`config.mk`:
```
export PLATFORM = sky130hd
export DESIGN_NAME = sram_rd_engine
export DESIGN_NICKNAME = d
export VERILOG_FILES = /design/src/rtl/sram_rd_engine.sv
export SDC_FILE = /design/constraint.sdc
export NUM_CORES = 1
export LEC_CHECK = 0
export BUFFER_PORTS_ARGS = -buffer_cell sky130_fd_sc_hd__buf_2
export CORE_MARGIN = 2
export CORE_UTILIZATION = 40
export CTS_CLUSTER_DIAMETER = 40
export DETAILED_ROUTE_END_ITERATION = 6
export SLEW_MARGIN = 5
export SYNTH_ARGS = -nofsm -noshare
export SYNTH_HDL_FRONTEND = slang
export SYNTH_SLANG_ARGS = --single-unit
```
`constraint.sdc`:
```
create_clock -name clk -period 6.5 [get_ports clk]
set_input_delay 0.325 -clock clk [delete_from_list [all_inputs] [get_ports clk]]
set_output_delay 0.325 -clock clk [all_outputs]
set_load 0.01 [all_outputs]
```
`src/rtl/sram_rd_engine.sv`:
```
// sram_rd_engine: read-side engine for the packet-buffer SRAM.
// Takes a (start address, word count) descriptor, walks the SRAM with
// wrap-around addressing, and buffers the one-cycle read latency in a
// 2-entry FIFO that feeds a valid/ready stream tagged with SOP/EOP.
module sram_rd_engine #(
  parameter int ADDR_WIDTH = 14,
  parameter int DATA_WIDTH = 16,
  parameter int DATA_DEPTH = 16384,
  parameter int LEN_WIDTH  = 7
) (
  input  logic                  clk,
  input  logic                  rst_n,
  input  logic                  req_valid,
  output logic                  req_ready,
  input  logic [ADDR_WIDTH-1:0] req_addr,
  input  logic [LEN_WIDTH-1:0]  req_len,
  output logic                  rd_en,
  output logic [ADDR_WIDTH-1:0] rd_addr,
  input  logic [DATA_WIDTH-1:0] rd_data,
  output logic                  out_valid,
  input  logic                  out_ready,
  output logic [DATA_WIDTH-1:0] out_data,
  output logic                  out_sop,
  output logic                  out_eop,
  output logic                  busy
);

  typedef enum logic [1:0] {IDLE, READ, DRAIN} state_t;

  state_t                state_q, state_d;
  logic [ADDR_WIDTH-1:0] cur_addr_q, cur_addr_d;
  logic [LEN_WIDTH-1:0]  remain_q, remain_d;
  logic                  first_q, first_d;
  logic                  inflight_q, inflight_d;
  logic                  infl_sop_q, infl_sop_d;
  logic                  infl_eop_q, infl_eop_d;

  logic [DATA_WIDTH-1:0] fifo_data_q [2];
  logic [DATA_WIDTH-1:0] fifo_data_d [2];
  logic [1:0]            fifo_sop_q, fifo_sop_d;
  logic [1:0]            fifo_eop_q, fifo_eop_d;
  logic                  wr_ptr_q, wr_ptr_d;
  logic                  rd_ptr_q, rd_ptr_d;
  logic [1:0]            fifo_cnt_q, fifo_cnt_d;

  logic                  pop;
  logic                  push;
  logic                  issue;
  logic [2:0]            occupancy;

  // Handshake terms and the credit check: words buffered plus the one in
  // flight, minus the one leaving this cycle, must leave room for another.
  always_comb begin
    out_valid = (fifo_cnt_q != 2'd0);
    pop       = out_valid && out_ready;
    push      = inflight_q;
    occupancy = {1'b0, fifo_cnt_q} + {2'b00, inflight_q} - {2'b00, pop};
    issue     = (state_q == READ) && (remain_q != '0) && (occupancy < 3'd2);
    req_ready = (state_q == IDLE);
    busy      = (state_q != IDLE);
    rd_en     = issue;
    rd_addr   = cur_addr_q;
    out_data  = fifo_data_q[rd_ptr_q];
    out_sop   = fifo_sop_q[rd_ptr_q];
    out_eop   = fifo_eop_q[rd_ptr_q];
  end

  // Descriptor FSM: latch on accept, issue reads with wrap, drain the FIFO.
  always_comb begin
    state_d    = state_q;
    cur_addr_d = cur_addr_q;
    remain_d   = remain_q;
    first_d    = first_q;
    inflight_d = issue;
    infl_sop_d = first_q;
    infl_eop_d = (remain_q == LEN_WIDTH'(1));
    case (state_q)
      IDLE: begin
        if (req_valid && (req_len != '0)) begin
          cur_addr_d = req_addr;
          remain_d   = req_len;
          first_d    = 1'b1;
          state_d    = READ;
        end
      end
      READ: begin
        if (issue) begin
          remain_d   = remain_q - LEN_WIDTH'(1);
          first_d    = 1'b0;
          cur_addr_d = (cur_addr_q == ADDR_WIDTH'(DATA_DEPTH - 1)) ? '0 :
                       cur_addr_q + ADDR_WIDTH'(1);
          if (remain_q == LEN_WIDTH'(1)) state_d = DRAIN;
        end
      end
      DRAIN: begin
        // Leave as soon as the last word is popped so req_ready returns next cycle.
        if (!inflight_q && (fifo_cnt_d == 2'd0)) state_d = IDLE;
      end
      default: state_d = IDLE;
    endcase
  end

  // Two-entry FIFO: SRAM data lands here the cycle after each read.
  always_comb begin
    fifo_data_d = fifo_data_q;
    fifo_sop_d  = fifo_sop_q;
    fifo_eop_d  = fifo_eop_q;
    wr_ptr_d    = wr_ptr_q;
    rd_ptr_d    = rd_ptr_q;
    fifo_cnt_d  = fifo_cnt_q + {1'b0, push} - {1'b0, pop};
    if (push) begin
      fifo_data_d[wr_ptr_q] = rd_data;
      fifo_sop_d[wr_ptr_q]  = infl_sop_q;
      fifo_eop_d[wr_ptr_q]  = infl_eop_q;
      wr_ptr_d              = ~wr_ptr_q;
    end
    if (pop) rd_ptr_d = ~rd_ptr_q;
  end

  // State registers; reset drops any partial packet and in-flight read.
  always_ff @(posedge clk or negedge rst_n) begin
    if (!rst_n) begin
      state_q     <= IDLE;
      cur_addr_q  <= '0;
      remain_q    <= '0;
      first_q     <= 1'b0;
      inflight_q  <= 1'b0;
      infl_sop_q  <= 1'b0;
      infl_eop_q  <= 1'b0;
      fifo_data_q <= '{default: '0};
      fifo_sop_q  <= '0;
      fifo_eop_q  <= '0;
      wr_ptr_q    <= 1'b0;
      rd_ptr_q    <= 1'b0;
      fifo_cnt_q  <= '0;
    end else begin
      state_q     <= state_d;
      cur_addr_q  <= cur_addr_d;
      remain_q    <= remain_d;
      first_q     <= first_d;
      inflight_q  <= inflight_d;
      infl_sop_q  <= infl_sop_d;
      infl_eop_q  <= infl_eop_d;
      fifo_data_q <= fifo_data_d;
      fifo_sop_q  <= fifo_sop_d;
      fifo_eop_q  <= fifo_eop_d;
      wr_ptr_q    <= wr_ptr_d;
      rd_ptr_q    <= rd_ptr_d;
      fifo_cnt_q  <= fifo_cnt_d;
    end
  end

  // The credit check should make a push into a full, non-draining FIFO impossible.
  assert property (@(posedge clk) disable iff (!rst_n)
                   !(push && !pop && (fifo_cnt_q == 2'd2)));

endmodule

```
# Yosys cells after proc, flatten, opt, wreduce, memory -nomap -nowiden
# Index checks and enable logic that the tools add are counted.
[op_classes]
add_sub_neg = 6
order_cmp = 7
n_eq_ne = 8
n_mux = 29
bitwise = 4
n_reduce_logical = 17
[op_table]
columns = ["cell", "count"]
rows = [
  ["$mux 16", 4],
  ["$mux 14", 3],
  ["$bwmux 32", 1],
  ["$pmux 14 s2", 1],
  ["$demux 16 s1", 1],
  ["$add 14x1->14 const B", 1],
  ["$eq 14x14->1 const B", 1],
  ["$mux 7", 2],
  ["$pmux 7 s2", 1],
  ["$reduce_bool 7->1", 2],
  ["$mux 2", 4],
  ["$eq 7x1->1 const B", 1],
  ["$logic_and 1x1->1", 7],
  ["$mux 1", 7],
  ["$sub 7x1->7 const B", 1],
  ["$ne 2x2->1 const B", 3],
  ["$pmux 2 s3", 1],
  ["$reduce_bool 2->1", 3],
  ["$bwmux 2", 2],
  ["$ge 2x2->1 const B", 2],
  ["$logic_not 2->1", 2],
  ["$lt 1x2->1 const B", 2],
  ["$not 1->2", 2],
  ["$reduce_and 4->1", 1],
  ["15 further kinds", 16],
]
[totals]
register_bits = 67
in_bits = 41
output_inout_bits = 36
word_cells = 85

# Logic depth before layout (Yosys ltp)
# Gate-level depths: netlist of the first run.
[depth]
depth_word = 7
mapped_depth = 13
mapped_depth_nobuf = 12

# Least setup slack after synthesis of the first run
# No wires, ideal clock.
[synth_path]
path_kind = "reg2reg"
startpoint = "reg fifo_cnt_q[1]"
endpoint = "reg remain_q[0]"
setup_time_ns = 0.126
arrival_time_ns = 2.868
required_ns = 6.374
setup_slack_ns = 3.505
path_stages_with_launch = 13
path_buffers = 0
period_less_slack_ns = 2.995
cell_sequence = "dfrtp_1 -> inv_1 -> nand2_1 -> and2_1 -> ha_1 -> inv_1 -> ha_1 -> fa_1 -> or3b_1 -> a211o_1 -> inv_2 -> nor3_1 -> a311o_1"
[synth_between]
elab_chain_cells = 7
elab_cells_between_ends = 8
classes_between = "2 x add/sub; 1 x order compare; 1 x eq/ne; 4 x reduce/logical"
[synth_lines]
columns = ["element", "line", "text"]
rows = [
  ["start: declaration", "44", "logic [1:0] fifo_cnt_q, fifo_cnt_d;"],
  ["start signal: assignment", "149", "fifo_cnt_q <= fifo_cnt_d;"],
  ["$reduce_bool 2->1", "54", "out_valid = (fifo_cnt_q != 2'd0);"],
  ["via out_valid", "20", "output logic out_valid,"],
  ["$logic_and 1x1->1", "55", "pop = out_valid && out_ready;"],
  ["via pop", "46", "logic pop;"],
  ["$sub 3x1->3", "57", "occupancy = {1'b0, fifo_cnt_q} + {2'b00, inflight_q} - {2'b00, pop};"],
  ["$lt 3x2->1", "58", "issue = (state_q == READ) && (remain_q != '0) && (occupancy < 3'd2);"],
  ["$logic_and 1x1->1", "58", ""],
  ["via rd_en", "17", "output logic rd_en,"],
  ["$ne 2x2->1 (no line)", "-", ""],
  ["$reduce_and 3->1 (no line)", "-", ""],
  ["end signal: assignment", "139", "remain_q <= remain_d;"],
  ["end: declaration", "32", "logic [LEN_WIDTH-1:0] remain_q, remain_d;"],
]
# The timed path passes the listed nets, and every way through them passes these cells.
# A chain may end at the register's enable or synchronous reset.

# Final worst setup path of the first run
[layout_path]
startpoint = "reg fifo_cnt_q[1]"
endpoint = "out rd_en"
[layout_between]
elab_chain_cells = 5
elab_cells_between_ends = 6
classes_between = "2 x add/sub; 1 x order compare; 3 x reduce/logical"
[layout_lines]
columns = ["element", "line"]
rows = [
  ["$reduce_bool 2->1", "54"],
  ["$logic_and 1x1->1", "55"],
  ["via pop", "46"],
  ["$sub 3x1->3", "57"],
  ["$lt 3x2->1", "58"],
  ["$logic_and 1x1->1", "58"],
  ["end: declaration", "17"],
]
# The timed path passes the listed nets, and every way through them passes these cells.

==> summary.md, run 1 <==
| Metric | Value |
|---|---|
| Status | `complete, no violations` |
| Worst-Skew Late Latency | `0.34 ns` |
| Min Clock Period, post-route | `3.76 ns` |
| Die Width | `96.7 um` |
| Average footprint of a synthesized cell | `11.3 um2` |
| Post-synthesis cell count | `304` |
| Initial antenna violation count | `0` |
| Worst Skew | `0.00909 ns` |
| Cell taking the most area after synthesis | `dfrtp_1` |
| Register Area | `1680 um2` |
| CTS Root Cell | `clkbuf_8` |
| Initial Util | `0.416` |
| Worst hold path class | `input pin to asynchronous set/reset pin` |
| Syn Nets | `352` |
| Worst path max stage delay | `0.54 ns` |
| Die ar. | `9350 um2` |
| CTS tree | `yes` |
| Startpoint Class | `flop` |
| H-tree Lvls | `3` |
| Max_cap viols | `0` |
| Sequential share of the synthesized area | `0.488` |
| Worst Tran Pin Value | `1.12 ns` |
| Pin count of the biggest net entering global routing | `68` |
| Clock transition time at the flip-flop clock pins of the worst setup and hold paths | `0.08 ns` |
| Cell row count | `33` |
| Fmax | `266 MHz` |
| Vias per Instance | `5.51` |
| WP data arrival | `3.44 ns` |
| Multi-input gate area | `1630 um2` |
| Cts hold-fix bufs | `0` |
| Yosys top cell area share | `0.488` |
| Setup crit end kind | `output port` |
| Library cells used by synthesis | `54` |
| Post-CTS setup buffer count | `0` |
| Ys flop type | `dfrtp_1` |
| Power per cell area | `532 nW/um2` |
| Leak | `1.86 nW` |
| PnR Total Power | `0.00219 W` |
| # DRC | `0` |
| Worst slew margin | `0.251` |
| Final count of pins violating max slew | `0` |
| Largest cells by area after synthesis | `dfrtp_1, mux2_2, a21oi_1, ha_1, nor2_1` |
| Share of post-route cells with drive strength above 1 | `0.412` |
| RePlAce Congestion | `0.813` |
| Synthesized cell area | `3440 um2` |
| IO Pins | `77` |
| Drt initial violations | `132` |
| Ys Warns | `0` |
| Setup TNS | `0 ns` |
| Post-DRT Antenna Nets | `0` |
| Most common cell in the netlist | `dfrtp_1` |
| Core area | `8260 um2` |
| Worst EP required | `6.17 ns` |
| Final hold violation count | `0` |
| Synth cell count leaders | `dfrtp_1, mux2_2, nor2_1` |
| HPWL after DPL | `5350 um` |
| Asr flop ratio synth | `1.00` |
| Clk sink count | `67` |
| Total Routing Usage GR | `0.174` |
| Peak supply drop | `0.223 mV` |
| Worst-path cell chain | `inv_1 > nand2_1 > and2_1 > ha_1 > inv_1 > ha_1 > fa_1 > or3b_1 > a211o_1 > inv_2 > buf_2` |
| Crit-path slowest cell | `a211o_1` |
| Port Buffers | `76` |
| Filler Cell Count | `784` |
| RSZ-0062 raised after global routing | `false` |
| Resized cells post-CTS | `0` |
| Chip height | `96.7 um` |
| Number of enable flip-flop cells after synthesis | `0` |
| Crit path max-delay family | `adder cells` |
| Crit share post-route | `0.579` |
| Routed wire length | `7880 um` |
| Max clock buf depth | `2` |
| Ant. Diodes | `0` |
| Drt pass-1 iters | `4` |
| Final Setup Violations | `0` |
| Crit path buffers/inverters | `4` |
| # nets final | `424` |
| Vias in the first global route | `2,660` |
| Wire length per cell | `16.2 um` |
| Num CTS Buffers | `9` |
| First-pass GRT wire length | `13,300 um` |
| #FFs+latches synth | `67` |
| Crit-path max FO | `21` |
| Via Count | `2,678` |
| Setup Crit Path Kind | `flop to output port` |
| Grt total ovfl | `0` |
| Synth-to-layout area growth | `19.6%` |
==> flip-flops by register name, indices dropped and copies added, names as in the netlist <==
name         count
fifo_data_q     32
remain_q         7
fifo_sop_q       2
rd_addr         14
fifo_eop_q       2
state_q          2
infl_sop_q       1
wr_ptr_q         1
infl_eop_q       1
fifo_cnt_q       2
first_q          1
inflight_q       1
rd_ptr_q         1
==> worst register-to-register path: stages (launching register included) <==
cell and delay [ns]:
dfrtp_1 0.39, inv_1 0.10, nand2_1 0.07, and2_1 0.18, ha_1 0.27, inv_1 0.04, ha_1 0.18, fa_1 0.48
or3b_1 0.39, a211o_1 0.54, inv_2 0.30, nor3_1 0.08, a311o_1 0.32
==> stage by stage <==
step	setup WS [ns]	cells	hold WS (ns)	util	instance area (um2)
global route	2.58	486	0.214	0.498	4110
floorplan	3.51	304	0.0294	-	3440
CTS	2.70	486	0.204	0.498	4110
finish	2.74	486	0.156	0.498	4110
detailed placement	3.05	470	0.383	0.470	3880
global placement	3.11	470	0.375	0.470	3880
==> layout by cell type (no fill, tap or decap), types with 3 or more instances in the layout <==
cell,count
mux2_2,54
dfrtp_1,67
o221ai_1,5
nand2_1,13
o22ai_1,6
and2_1,4
buf_2,76
ha_1,6
nor2_1,17
clkbuf_8,10
nor3_1,4
o21ai_0,7
nand3_1,12
and3_1,4
o22a_1,5
nor4_1,3
a32oi_1,3
inv_1,13
a21oi_1,16
a31oi_1,7
==> logic make-up after synthesis <==
kind of cell | synth area share
adders and majority gates | 0.0277
and+or+nand+nor | 0.118
DFF | 0.488
muxes | 0.183
AOI/OAI and AO/OA | 0.137
buffers and inverters | 0.0389
xor gates and xnor gates | 0.00765
==> area by class of cell <==
class | instances | area share
inverter | 14 | 0.0128
multi-input combinational | 206 | 0.396
timing repair buffer | 78 | 0.0962
tap | 105 | 0.0320
clock buffer | 10 | 0.0335
clock inverter | 6 | 0.0216
sequential | 67 | 0.408
==> worst paths after layout <==
check	from	to	slack, ns	cells past startpoint
worst max register to register	fifo_cnt_q[1]	remain_q[0]	3.05	12
worst max-delay path	fifo_cnt_q[1]	rd_en	2.74	11
max in group asynchronous	rst_n	fifo_data_q[21]	5.75	2
worst min-delay path	rst_n	fifo_data_q[17]	0.16	2
min in group clk	rd_data[11]	fifo_data_q[11]	0.23	2
worst min register to register	first_q	infl_sop_q	0.39	0
==> where the power goes <==
part	switching (W)	internal, W
Sequential	0.000164	0.000606
Clock	0.000165	0.000226
Combinational	0.000538	0.000486
==> metal layers <==
metal  vias up  share of wire  GRT usage
met2        91           0.46      0.265
met1      1308           0.46      0.249
met5         -              0          0
met4         0          0.014     0.0607
li1       1268              -          -
met3        11          0.060     0.0318
No activity file was read; power rests on OpenSTA's default activity.
==> run 2: changes to the inputs <==
==> constraint.sdc (replaced) <==
create_clock -name clk -period 3.15 [get_ports clk]
set_input_delay 0.1575 -clock clk [delete_from_list [all_inputs] [get_ports clk]]
set_output_delay 0.1575 -clock clk [all_outputs]
set_load 0.01 [all_outputs]
==> run 2 against run 1 <==
Critical path depth unchanged. Die area is the same. Cell count rose by 1.4%. Non-clock buffer count increased by 7. Critical path type unchanged. Highest routed layer unchanged.
==> summary.md, run 2 (synthesis results as in run 1) <==
| Metric | Value |
|---|---|
| Min Clock Period, post-route | `3.01 ns` |
| Port Buffers | `76 (unchanged)` |
| Via Count | `2,691 (+0.49%)` |
| Worst-Skew Late Latency | `0.34 ns (about the same)` |
| Initial Util | `0.416 (unchanged)` |
| Setup Crit Path Kind | `flop to output port` |
| Crit-path slowest cell | `fa_1` |
| Most frequent cells in the layout | `buf_2, dfrtp_1, mux2_2, nor2_1, a21oi_1` |
| WP data arrival | `2.85 ns (-0.59 ns)` |
| Status | `complete, no violations` |
| Placed Area | `3900 um2 (+0.39%)` |
| H-tree Lvls | `3 (unchanged)` |
| # nets final | `431 (+1.7%)` |
| Post-DRT Antenna Nets | `0 (unchanged)` |
| Fin area | `4150 um2 (+1.0%)` |
| Worst-path cell chain | `inv_2 > nand2_2 > and2_4 > ha_1 > inv_1 > ha_2 > fa_1 > or3b_1 > a211o_1 > inv_4 > buf_4` |
| Vias per Instance | `5.46 (-0.94%)` |
| Final count of pins violating max slew | `0 (unchanged)` |
| Worst hold path class | `input pin to flop` |
| Worst EP required | `2.99 ns (-3.18 ns)` |
| Wire length per cell | `15.8 um (-2.7%)` |
| Crit share post-route | `0.954` |
| Max clock buf depth | `2 (unchanged)` |
| Worst path max stage delay | `0.50 ns (-0.04 ns)` |
| Worst Skew | `0.00889 ns (-0.000201 ns)` |
| Worst Tran Pin Value | `0.940 ns (-0.182 ns)` |
| Pin count of the biggest net entering global routing | `39 (-43%)` |
| Cell row count | `33 (unchanged)` |
| Peak supply drop | `0.430 mV (+93%)` |
| Final Setup Violations | `0 (unchanged)` |
| # DRC | `0 (unchanged)` |
| Total Routing Usage GR | `0.176 (+0.00274)` |
| First-pass GRT wire length | `13,700 um (+2.6%)` |
| Ant. Diodes | `0 (unchanged)` |
| Die Width | `96.7 um (unchanged)` |
| Grt total ovfl | `0 (unchanged)` |
| Setup crit end kind | `output port` |
| Chip height | `96.7 um (unchanged)` |
| Drt initial violations | `94 (-29%)` |
| HPWL after DPL | `5400 um (+0.86%)` |
| Share of post-route cells with drive strength above 1 | `0.433 (+0.0209)` |
| Drt pass-1 iters | `4 (unchanged)` |
| Fmax | `333 MHz` |
| Num CTS Buffers | `9 (unchanged)` |
| Util after Layout | `0.503 (+0.00500)` |
| Routed wire length | `7780 um (-1.3%)` |
| CTS tree | `yes` |
| RePlAce Congestion | `0.804 (-1.2%)` |
| Max reg flops | `32 (unchanged)` |
| Startpoint Class | `flop` |
| Max_cap viols | `0 (unchanged)` |
| Worst slew margin | `0.371 (+0.120)` |
| Hold_ws | `0.0544 ns (-0.101 ns)` |
| Top reg by flops | `fifo_data_q` |
| Power per cell area | `1100 nW/um2 (+110%)` |
| Crit path buffers/inverters | `4 (unchanged)` |
| CTS Root Cell | `clkbuf_8` |
| Most common cell after layout, fill and taps aside | `buf_2` |
| Die ar. | `9350 um2 (unchanged)` |
| Crit-path max FO | `3 (-86%)` |
| Crit path max-delay family | `adder cells` |
| Vias in the first global route | `2,701 (+1.5%)` |
| Clk sink count | `67 (unchanged)` |
| Synth-to-layout area growth | `20.8%` |
| Filler Cell Count | `786 (+0.26%)` |
| Setup TNS | `0 ns (unchanged)` |
| Leak | `1.87 nW (+0.64%)` |
| RSZ-0062 raised after global routing | `false` |
| Initial antenna violation count | `0 (unchanged)` |
| Clock transition time at the flip-flop clock pins of the worst setup and hold paths | `0.08 ns (about the same)` |
| IO Pins | `77 (unchanged)` |
| Final hold violation count | `0 (unchanged)` |
| Core area | `8260 um2 (unchanged)` |
run 2: metal layers:
metal,GRT usage,vias to the layer above,wire (um)
met3,0.0412,8,396
li1,-,1278,-
met5,0,-,0
met4,0.0455,0,74
met1,0.250,1323,3630
met2,0.274,82,3680
run 2: stage by stage:
stage          total power [W]  std cells  setup WS (ns)
2_1_floorplan          0.00313        304          0.155
3_3_place_gp           0.00373        472          0.195
3_5_place_dp           0.00378        472          0.122
4_1_cts                0.00455        491         0.0298
5_1_grt                0.00491        493         0.0127
6_report               0.00455        493          0.144
run 2: path summary, 6_finish.rpt:
| check | from | cells past startpoint | endpoint | slack [ns] |
|---|---|---|---|---|
| max in group asynchronous | rst_n | 3 | fifo_cnt_q[1] | 1.79 |
| hold reg to reg | first_q | 0 | infl_sop_q | 0.39 |
| setup reg to reg | fifo_cnt_q[1] | 12 | remain_q[4] | 0.16 |
| min in group asynchronous | rst_n | 2 | fifo_data_q[1] | 0.44 |
| setup / recovery | fifo_cnt_q[1] | 11 | rd_en | 0.14 |
| hold / removal | rd_data[11] | 2 | fifo_data_q[11] | 0.05 |
run 2: where the power goes:
group          internal (W)  total [W]  leakage (nW)  switching, W
registers           0.00125    0.00160         0.784      0.000349
clock network      0.000365   0.000698        0.0885      0.000333
logic               0.00110    0.00225         0.999       0.00115
run 2: worst register-to-register path, cell delays in order, from the launching register on:
cell and delay (ns):
dfrtp_1 0.39, inv_2 0.07, nand2_2 0.05, and2_4 0.16
ha_1 0.26, inv_1 0.04, ha_2 0.17, fa_1 0.50
or3b_1 0.36, a211o_1 0.32, buf_4 0.24, nand2_4 0.11
o2bb2a_1 0.22
run 2: area by class of cell:
cell class	instances	area, um2	share of cell area
clock inverters	6	66.3	0.0160
multi-input cells	206	1640	0.396
repair buffers	85	453	0.109
flip-flops and latches	67	1680	0.404
clock buffers	10	128	0.0307
well taps	105	131	0.0316
inverters	14	55.1	0.0133
run 2: timing repair:
item,in CTS,in global routing
setup endpoints to repair,1,14
hold endpoints to repair,37,0
setup buffers,2,2
gates resized for setup,1,7
hold buffers,1,0
pin swaps,0,3
==> run 3: changes to the inputs <==
==> constraint.sdc (replaced) <==
create_clock -name clk -period 3.8 [get_ports clk]
set_input_delay 0.19 -clock clk [delete_from_list [all_inputs] [get_ports clk]]
set_output_delay 0.19 -clock clk [all_outputs]
set_load 0.01 [all_outputs]
==> run 3 against run 2 <==
Sequential power fell by 17%. Sequential cell count unchanged. Worst setup slack better by 0.25 ns. Clock power down 6.9%. Design area fell by 0.66%. Routed wire length rose by 4.1%. Die area unchanged. Critical path depth is the same. Largest power group unchanged. Non-clock buffer count fell by 4. Cell count fell by 1.0%.
==> summary.md, run 3 (synthesis results as in run 1) <==
| Metric | Value |
|---|---|
| # nets final | `427 (-0.93%)` |
| Final count of pins violating max slew | `0 (unchanged)` |
| HPWL after DPL | `5450 um (+0.89%)` |
| Util after Layout | `0.500 (-0.00333)` |
| CTS tree | `yes` |
| Final hold violation count | `0 (unchanged)` |
| Power per cell area | `914 nW/um2 (-17%)` |
| WP data arrival | `3.21 ns (+0.36 ns)` |
| Setup Crit Path Kind | `flop to output port` |
| Via Count | `2,742 (+1.9%)` |
| Sw frac | `0.401 (-0.00200)` |
| Fmax | `294 MHz` |
| Leak | `1.86 nW (-0.54%)` |
| Drt pass-1 iters | `4 (unchanged)` |
| Fin area | `4130 um2 (-0.66%)` |
| Num CTS Buffers | `9 (unchanged)` |
| Total Routing Usage GR | `0.180 (+0.00326)` |
| Min Clock Period, post-route | `3.40 ns` |
| Chip height | `96.7 um (unchanged)` |
| # DRC | `0 (unchanged)` |
| Crit-path max FO | `9 (+6)` |
| Resized cells post-CTS | `0 (-1)` |
| Die ar. | `9350 um2 (unchanged)` |
| Ant. Diodes | `0 (unchanged)` |
| RePlAce Congestion | `0.776 (-3.5%)` |
| Peak supply drop | `0.409 mV (-4.9%)` |
| Initial antenna violation count | `0 (unchanged)` |
| Worst slew margin | `0.358 (-0.0129)` |
| Post-DRT Antenna Nets | `0 (unchanged)` |
| Vias in the first global route | `2,697 (-0.15%)` |
| Worst Skew | `0.00394 ns (-0.00495 ns)` |
| Synth-to-layout area growth | `20.0%` |
| Initial Util | `0.416 (unchanged)` |
| Filler Cell Count | `774 (-1.5%)` |
| Wire length per cell | `16.6 um (+5.2%)` |
| Vias per Instance | `5.62 (+2.9%)` |
| Core area | `8260 um2 (unchanged)` |
| Final Setup Violations | `0 (unchanged)` |
| Cell row count | `33 (unchanged)` |
| Setup crit end kind | `output port` |
| Drt initial violations | `66 (-30%)` |
| Setup TNS | `0 ns (unchanged)` |
| Port Buffers | `76 (unchanged)` |
| Sw Pwr | `0.00151 W (-18%)` |
| Multi-input gate area | `1630 um2 (-0.84%)` |
| Logic pwr share | `0.474 (-0.021)` |
| Share of post-route cells with drive strength above 1 | `0.413 (-0.0205)` |
| Register Area | `1680 um2 (unchanged)` |
| H-tree Lvls | `3 (unchanged)` |
| Clock transition time at the flip-flop clock pins of the worst setup and hold paths | `0.08 ns (about the same)` |
| Placed Area | `3900 um2 (unchanged)` |
| Most frequent cells in the layout | `buf_2, dfrtp_1, mux2_2, nor2_1, a21oi_1` |
| First-pass GRT wire length | `13,900 um (+1.3%)` |
| PnR Total Power | `0.00377 W (-17%)` |
| Max_cap viols | `0 (unchanged)` |
| IO Pins | `77 (unchanged)` |
| Clk sink count | `67 (unchanged)` |
| Status | `complete, no violations` |
| Flop pwr share | `0.353 (about the same)` |
| Worst EP required | `3.61 ns (+0.62 ns)` |
| RSZ-0062 raised after global routing | `false` |
| Die Width | `96.7 um (unchanged)` |
| Share of total power in the clock network | `0.172 (+0.019)` |
| Grt total ovfl | `0 (unchanged)` |
| Startpoint Class | `flop` |
| Pint | `0.00226 W (-17%)` |
| Max reg flops | `32 (unchanged)` |
| Most common cell after layout, fill and taps aside | `buf_2` |
| Top reg by flops | `fifo_data_q` |
| Cts hold-fix bufs | `1 (unchanged)` |
| Post-CTS setup buffer count | `0 (-2)` |
| Routed wire length | `8100 um (+4.1%)` |
| Pin count of the biggest net entering global routing | `37 (-5.1%)` |
| Worst hold path class | `input pin to flop` |
| Final WS setup | `0.397 ns (+0.253 ns)` |
| Crit share post-route | `0.895` |
| CTS Root Cell | `clkbuf_8` |
| Setup Slack @ Placement | `0.619 ns (+0.497 ns)` |
| Worst Tran Pin Value | `0.959 ns (+0.0192 ns)` |
| Max clock buf depth | `2 (unchanged)` |
| Worst-Skew Late Latency | `0.33 ns (about the same)` |
[run 3: changes by cell type in the layout (fill, tap and decap cells not counted), sizes merged]
cell and change:
bufinv +1, clkinv -1, buf -4, clkbuf -1
[run 3: per-stage QoR]
stage / hold slack [ns] / instances
floorplan: -0.106 / 304
global placement: 0.325 / 472
detailed placement: 0.338 / 472
CTS: 0.0779 / 488
global route: 0.0762 / 488
finish: 0.0979 / 488
[run 3: cell type report]
cell class | instances | area share
Clock inverter | 6 | 0.0221
Inverter | 14 | 0.0127
Timing Repair Buffer | 81 | 0.102
Multi-Input combinational cell | 206 | 0.395
Tap cell | 105 | 0.0318
Clock buffer | 9 | 0.0300
Sequential cell | 67 | 0.406
[run 3: path summary, 6_finish.rpt]
| path | from | endpoint | slack [ns] | cells past startpoint |
|---|---|---|---|---|
| min in group asynchronous | rst_n | fifo_data_q[1] | 0.48 | 2 |
| hold reg to reg | first_q | infl_sop_q | 0.39 | 0 |
| setup reg to reg | fifo_cnt_q[1] | remain_q[0] | 0.60 | 12 |
| setup / recovery | fifo_cnt_q[1] | rd_en | 0.40 | 11 |
| hold / removal | rd_data[13] | fifo_data_q[13] | 0.1 | 2 |
| max in group asynchronous | rst_n | fifo_sop_q[1] | 2.38 | 3 |
[run 3: metal layers]
| metal | vias up | share of wire | track usage | wire length, um |
|---|---|---|---|---|
| met3 | 4 | 0.068 | 0.0542 | 554 |
| li1 | 1274 | - | - | - |
| met4 | 0 | 0.0047 | 0.0325 | 38 |
| met5 | - | 0 | 0 | 0 |
| met2 | 107 | 0.47 | 0.287 | 3790 |
| met1 | 1357 | 0.46 | 0.245 | 3720 |
[run 3: worst max-delay path: stages (launching register included)]
cell     delay [ns]
dfrtp_1        0.40
inv_1          0.10
nand2_1        0.07
and2_1         0.18
ha_1           0.28
inv_1          0.04
ha_1           0.18
fa_1           0.48
or3b_1         0.39
a211o_1        0.36
inv_2          0.21
buf_2          0.18
[run 3: power by group through the flow]
stage | Clock, W | Sequential [W] | Combinational, W
2_1_floorplan | 0 | 0.00126 | 0.00134
3_3_place_gp | 0 | 0.00133 | 0.00177
3_5_place_dp | 0 | 0.00135 | 0.00179
4_1_cts | 0.000668 | 0.00133 | 0.00180
5_1_grt | 0.000702 | 0.00139 | 0.00197
6_report | 0.000650 | 0.00133 | 0.00179
